$ cat src/rtl/uart_rx_fifo_if.sv
// uart_rx_fifo_if
//   Bundles the receiver-side write strobe, the consumer-side valid/ready
//   handshake and the status flags of the UART receive buffer.
//   Ports (as seen by the buffer, modport slave):
//     i_data, i_data_stb   - word and single-cycle strobe from the UART receiver
//     o_data, o_valid      - head-of-buffer word and its valid flag
//     i_ready              - consumer accepts o_data this cycle
//     o_count, o_full      - occupancy (0..DEPTH) and full flag
//     o_overflow           - sticky dropped-word flag
//     i_clear_overflow     - clears o_overflow
//   The master modport is the producer/consumer side that drives the inputs.
interface uart_rx_fifo_if #(
  parameter int DATA_WIDTH = 16,
  parameter int DEPTH      = 16
);
  logic [DATA_WIDTH-1:0]    i_data;
  logic                     i_data_stb;
  logic [DATA_WIDTH-1:0]    o_data;
  logic                     o_valid;
  logic                     i_ready;
  logic [$clog2(DEPTH):0]   o_count;
  logic                     o_full;
  logic                     o_overflow;
  logic                     i_clear_overflow;

  modport slave (
    input  i_data, i_data_stb, i_ready, i_clear_overflow,
    output o_data, o_valid, o_count, o_full, o_overflow
  );

  modport master (
    output i_data, i_data_stb, i_ready, i_clear_overflow,
    input  o_data, o_valid, o_count, o_full, o_overflow
  );
endinterface

$ cat src/rtl/uart_rx_fifo.sv
// uart_rx_fifo
//   Receive-side circular buffer behind a UART receiver. Words arrive on a
//   single-cycle strobe with no back-pressure, are stored in a power-of-two
//   ring, and leave through a valid/ready handshake. Occupancy and a sticky
//   overflow flag let software notice dropped words.
//   Ports:
//     i_clk    - system clock
//     i_reset  - asynchronous, active-high reset
//     bus      - uart_rx_fifo_if.slave (data in/out, handshake, status)
module uart_rx_fifo #(
  parameter int DATA_WIDTH = 16,
  parameter int DEPTH      = 16
) (
  input logic           i_clk,
  input logic           i_reset,
  uart_rx_fifo_if.slave bus
);

  localparam int AW = $clog2(DEPTH);
  localparam int PW = AW + 1;

  logic [DATA_WIDTH-1:0] mem_q [DEPTH];

  logic [PW-1:0] wrPtr_q, wrPtr_d;
  logic [PW-1:0] rdPtr_q, rdPtr_d;
  logic [PW-1:0] count_q, count_d;
  logic          full_q, full_d;
  logic          overflow_q, overflow_d;

  logic empty;
  logic ptrFull;
  logic push;
  logic pop;
  logic drop;

  // The extra pointer MSB separates "same slot, empty" from "same slot, full".
  // A pop in the same cycle frees a slot, so a strobe while full is still
  // accepted then; only a strobe while full without a pop is dropped.
  always_comb begin
    empty   = (wrPtr_q == rdPtr_q);
    ptrFull = (wrPtr_q[AW-1:0] == rdPtr_q[AW-1:0]) && (wrPtr_q[AW] != rdPtr_q[AW]);
    pop     = !empty && bus.i_ready;
    push    = bus.i_data_stb && (!ptrFull || pop);
    drop    = bus.i_data_stb && ptrFull && !pop;
  end

  always_comb begin
    wrPtr_d = push ? wrPtr_q + PW'(1) : wrPtr_q;
    rdPtr_d = pop  ? rdPtr_q + PW'(1) : rdPtr_q;

    count_d = count_q;
    case ({push, pop})
      2'b10:   count_d = count_q + PW'(1);
      2'b01:   count_d = count_q - PW'(1);
      default: count_d = count_q;
    endcase

    full_d = (count_d == PW'(DEPTH));

    // A new overflow wins over a same-cycle clear request.
    overflow_d = overflow_q;
    if (drop) begin
      overflow_d = 1'b1;
    end else if (bus.i_clear_overflow) begin
      overflow_d = 1'b0;
    end
  end

  always_ff @(posedge i_clk or posedge i_reset) begin
    if (i_reset) begin
      wrPtr_q    <= '0;
      rdPtr_q    <= '0;
      count_q    <= '0;
      full_q     <= 1'b0;
      overflow_q <= 1'b0;
    end else begin
      wrPtr_q    <= wrPtr_d;
      rdPtr_q    <= rdPtr_d;
      count_q    <= count_d;
      full_q     <= full_d;
      overflow_q <= overflow_d;
    end
  end

  // Storage is deliberately left out of reset; the pointers alone define
  // which entries are live.
  always_ff @(posedge i_clk) begin
    if (push) begin
      mem_q[wrPtr_q[AW-1:0]] <= bus.i_data;
    end
  end

  assign bus.o_data     = empty ? '0 : mem_q[rdPtr_q[AW-1:0]];
  assign bus.o_valid    = !empty;
  assign bus.o_count    = count_q;
  assign bus.o_full     = full_q;
  assign bus.o_overflow = overflow_q;

endmodule

$ cat src/flat_wrapper.sv
// flat-port wrapper written by rule: the top's interface ports become plain ports
module uart_rx_fifo_flat 
#(
  parameter int DATA_WIDTH = 16,
  parameter int DEPTH      = 16
)
  (i_clk, i_reset, bus_i_data, bus_i_data_stb, bus_i_ready, bus_i_clear_overflow, bus_o_data, bus_o_valid, bus_o_count, bus_o_full, bus_o_overflow);
  uart_rx_fifo_if #(.DATA_WIDTH(DATA_WIDTH), .DEPTH(DEPTH)) bus_i ();
  input logic i_clk;
  input logic i_reset;
  input wire logic [$bits(bus_i.i_data)-1:0] bus_i_data;
  input wire logic [$bits(bus_i.i_data_stb)-1:0] bus_i_data_stb;
  input wire logic [$bits(bus_i.i_ready)-1:0] bus_i_ready;
  input wire logic [$bits(bus_i.i_clear_overflow)-1:0] bus_i_clear_overflow;
  output wire logic [$bits(bus_i.o_data)-1:0] bus_o_data;
  output wire logic [$bits(bus_i.o_valid)-1:0] bus_o_valid;
  output wire logic [$bits(bus_i.o_count)-1:0] bus_o_count;
  output wire logic [$bits(bus_i.o_full)-1:0] bus_o_full;
  output wire logic [$bits(bus_i.o_overflow)-1:0] bus_o_overflow;
  assign bus_i.i_data = bus_i_data;
  assign bus_i.i_data_stb = bus_i_data_stb;
  assign bus_i.i_ready = bus_i_ready;
  assign bus_i.i_clear_overflow = bus_i_clear_overflow;
  assign bus_o_data = bus_i.o_data;
  assign bus_o_valid = bus_i.o_valid;
  assign bus_o_count = bus_i.o_count;
  assign bus_o_full = bus_i.o_full;
  assign bus_o_overflow = bus_i.o_overflow;
  uart_rx_fifo #(.DATA_WIDTH(DATA_WIDTH), .DEPTH(DEPTH)) u_core (.i_clk(i_clk), .i_reset(i_reset), .bus(bus_i));
endmodule
$ cat config.mk
export PLATFORM = sky130hd
export DESIGN_NAME = uart_rx_fifo_flat
export DESIGN_NICKNAME = d
export VERILOG_FILES = /design/src/rtl/uart_rx_fifo_if.sv /design/src/rtl/uart_rx_fifo.sv /design/src/flat_wrapper.sv
export SDC_FILE = /design/constraint.sdc
export NUM_CORES = 1
export LEC_CHECK = 0
export BUFFER_PORTS_ARGS = -buffer_cell sky130_fd_sc_hd__buf_4
export CORE_ASPECT_RATIO = 1.25
export CORE_MARGIN = 5
export CORE_UTILIZATION = 55
export DETAILED_ROUTE_END_ITERATION = 12
export GPL_TIMING_DRIVEN = 0
export HOLD_SLACK_MARGIN = 0.05
export PLACE_DENSITY = 0.84
export SLEW_MARGIN = 20
export SYNTH_ARGS = -nofsm -noshare
export SYNTH_HDL_FRONTEND = slang
export SYNTH_SLANG_ARGS = --single-unit
$ cat constraint.sdc
create_clock -name i_clk -period 4.5 [get_ports i_clk]
set_clock_uncertainty 0.15 [all_clocks]
set_input_delay 0 -clock i_clk [delete_from_list [all_inputs] [get_ports i_clk]]
set_output_delay 0 -clock i_clk [all_outputs]
set_load 0.05 [all_outputs]
==> impl_metrics.toml <==
[outcome]
outcome = "completed"

[layout]
fillers = 1189
fin_cells = 865
final_cell_mix = "edfxtp_1 (256), mux4_2 (80), buf_4 (48), clkbuf_16 (25), dlygate4sd3_1 (23)"
layout.nets = 611
seq_area_um2 = 8110
syn2layout_area_growth_pct = 17.2
multiInputGateArea_um2 = 2560
drive_above_1_share_pct = 33.2
final_common_cell = "edfxtp_1"
final_core_util_pct = 64.9
final_area_um2 = 12500
n_antenna_cell = 0

[place]
placed_cells = 800
port_buffers = 44
place_hpwl_um = 14400
placed_area_um2 = 11600
place.gp.congestion = 0.770

[routing]
postRouteAntennaNets = 0
drt_iter0_drc = 603
route.vias.total = 5342
vias_per_cell = 6.18
drt-pass1-iter-count = 5
wl_per_cell_um = 28.5
drc_errors = 0
wl_um = 24600

[hold_path]
holdCritPathClass = "input pin to flop"
min_to = "u_core.mem_q[13][3]$_DFFE_PP_"
min_from = "bus_i_data[3]"
hold-path-cell-count = 2

[timing]
rsz0062_at_grt = "false"
fmax_ghz = 0.260
period_share_pct = 85.4
final-hold-violation-count = 0
relSlewSlack_pct = 31.6
fin_setup_tns_ns = 0
setup_viol = 0
maxSlewViolCount = 0
worst_slew_pin_slew_ns = 1.03
finalCriticalPeriod_ns = 3.84

[worst_setup_path]
critPathLaunch = "u_core.rdPtr_q[1]$_DFFE_PP0N_"
rrSetupSlack_ns = 1.20
rr_worst_depth = 7
cp_data_required_time_ns = 4.35
cp.arrival_ns = 3.69
critical_path_class = "flop to primary output"
crit_path_end_kind = "primary output"
r2r_end = "u_core.mem_q[11][3]$_DFFE_PP_"
worstPathMaxFanout = 10
cp-start-kind = "flop"
reg2reg_from = "u_core.rdPtr_q[3]$_DFFE_PP0N_"

[die]
rows = 57
die_y_um = 166
die_area_um2 = 22400
core_area_um2 = 19300
die_w_um = 135
io_pins = 45
start_util_pct = 55.4

[synth]
synthXorXnorAreaFrac_pct = 1.47
synthMuxAreaShare_pct = 17.1
yosys_most_used_dff = "edfxtp_1"
yosysWarnings = 0
synth.net_count = 506
synthArstFlopShare_pct = 6.23
synth_edf_count = 256
synth_top_family_by_area = "multiplexers"
synth-simple-area-share_pct = 3.20
ys_seq_area_share_pct = 75.8
ys_ff_latch = 273
synthAdderAreaFrac_pct = 0.702
syn_inst = 479
synth_cell_type_count = 29
synth_compound_area_share_pct = 0.550
avgSynthCellArea_um2 = 22.3
synth_area_um2 = 10700

[clock_network]
cts_buffers = 24
cts-root-buf = "clkbuf_16"
clock_sinks = 273
clkTransAtPathRegs_ns = 0.06
cts_setup_buffers = 0
post_cts_resized = 0
htreeDepth = 1
cts_tree = "yes"
clk_latency_ns = 0.52
clockBufferDepth = 3
hold_buffers = 23

[global_route]
gr-total-overflow = 0
grt_pass1_wl_um = 36400
grt_use_total_pct = 22.5
grt_pass1_vias = 5738
grt_max_degree = 18
grt_antenna_before_repair = 0

[pwr]
ir_worst_vdd_mv = 0.355
p_leak_nw = 4.09
total_power_w = 0.00865
power.density_nw_per_um2 = 690

[job]
max_cap_violations = 0
flip-flops by register name (all words and copies together) (netlist names):
register               count
u_core.bus.o_overflow      1
u_core.mem_q             256
u_core.bus.o_count         5
u_core.bus.o_full          1
u_core.wrPtr_q             5
u_core.rdPtr_q             5
cell families (layout without fill, tap and decap cells):
logic type,count (synthesis),count (layout)
xor+xnor,18,18
mux,83,83
simple gates,61,61
flops,273,273
compound gates,9,9
fa+ha+maj,6,6
buf+inv,29,150
cell usage after synthesis, types with 3 or more instances:
cell,n,area (µm²)
a21oi_1,3,15.0
a21oi_2,3,26.3
buf_1,3,11.3
buf_2,9,45.0
clkbuf_1,11,41.3
dfrtp_1,17,425
edfxtp_1,256,7690
ha_1,6,75.1
inv_1,6,22.5
mux4_2,80,1800
nand2_1,8,30.0
nand2b_1,3,18.8
nand4_1,3,18.8
nor2_1,16,60.1
nor2b_1,17,106
nor3_1,5,25.0
xnor2_1,9,78.8
xor2_1,9,78.8
cell type report:
class,count,area share [%]
Clock inverter,8,0.499
Clock buffer,34,5.26
Timing Repair Buffer,79,5.55
Inverter,6,0.180
Buffer,23,0.798
Tap cell,265,2.64
Sequential cell,273,64.7
Multi-Input combinational cell,177,20.4
power by group:
part	total, W	internal, W	switching (W)	leakage, nW
clock	0.00192	0.00108	0.000843	0.347
combinational	0.00350	0.00137	0.00213	1.23
sequential	0.00323	0.00309	0.000136	2.52
routing by layer:
metal	up-vias	wire length, µm	global-route usage [%]
met4	0	776	8.81
met2	309	13700	41.0
li1	2189	-	-
met1	2795	8440	26.6
met5	-	0	0
met3	49	1690	3.55
worst max path at each step:
stage	endpoint	slack, ns	depth (start not counted)
after floorplan	u_core.mem_q[3][0]$_DFFE_PP_	1.37	6
after global placement	u_core.mem_q[3][6]$_DFFE_PP_	-0.08	6
after detailed placement	bus_o_data[3]	1.22	6
after CTS	bus_o_data[3]	0.63	6
after global routing	bus_o_data[3]	0.58	6
final	bus_o_data[3]	0.66	6
critical path, cell delays in order (launching register included):
cell and delay, ns:
dfrtp_1 0.46, buf_1 0.64, clkbuf_1 0.76, mux4_2 0.43, mux4_2 0.49, nor2b_1 0.16, buf_4 0.23
metrics by stage:
stage,setup slack [ns],hold WS [ns]
2_1_floorplan,1.37,-0.224
3_3_place_gp,-0.0833,-0.0410
3_5_place_dp,1.22,-0.0154
4_1_cts,0.628,0.171
5_1_grt,0.576,0.200
6_report,0.656,0.180
Power figures use the tool's default switching activity.
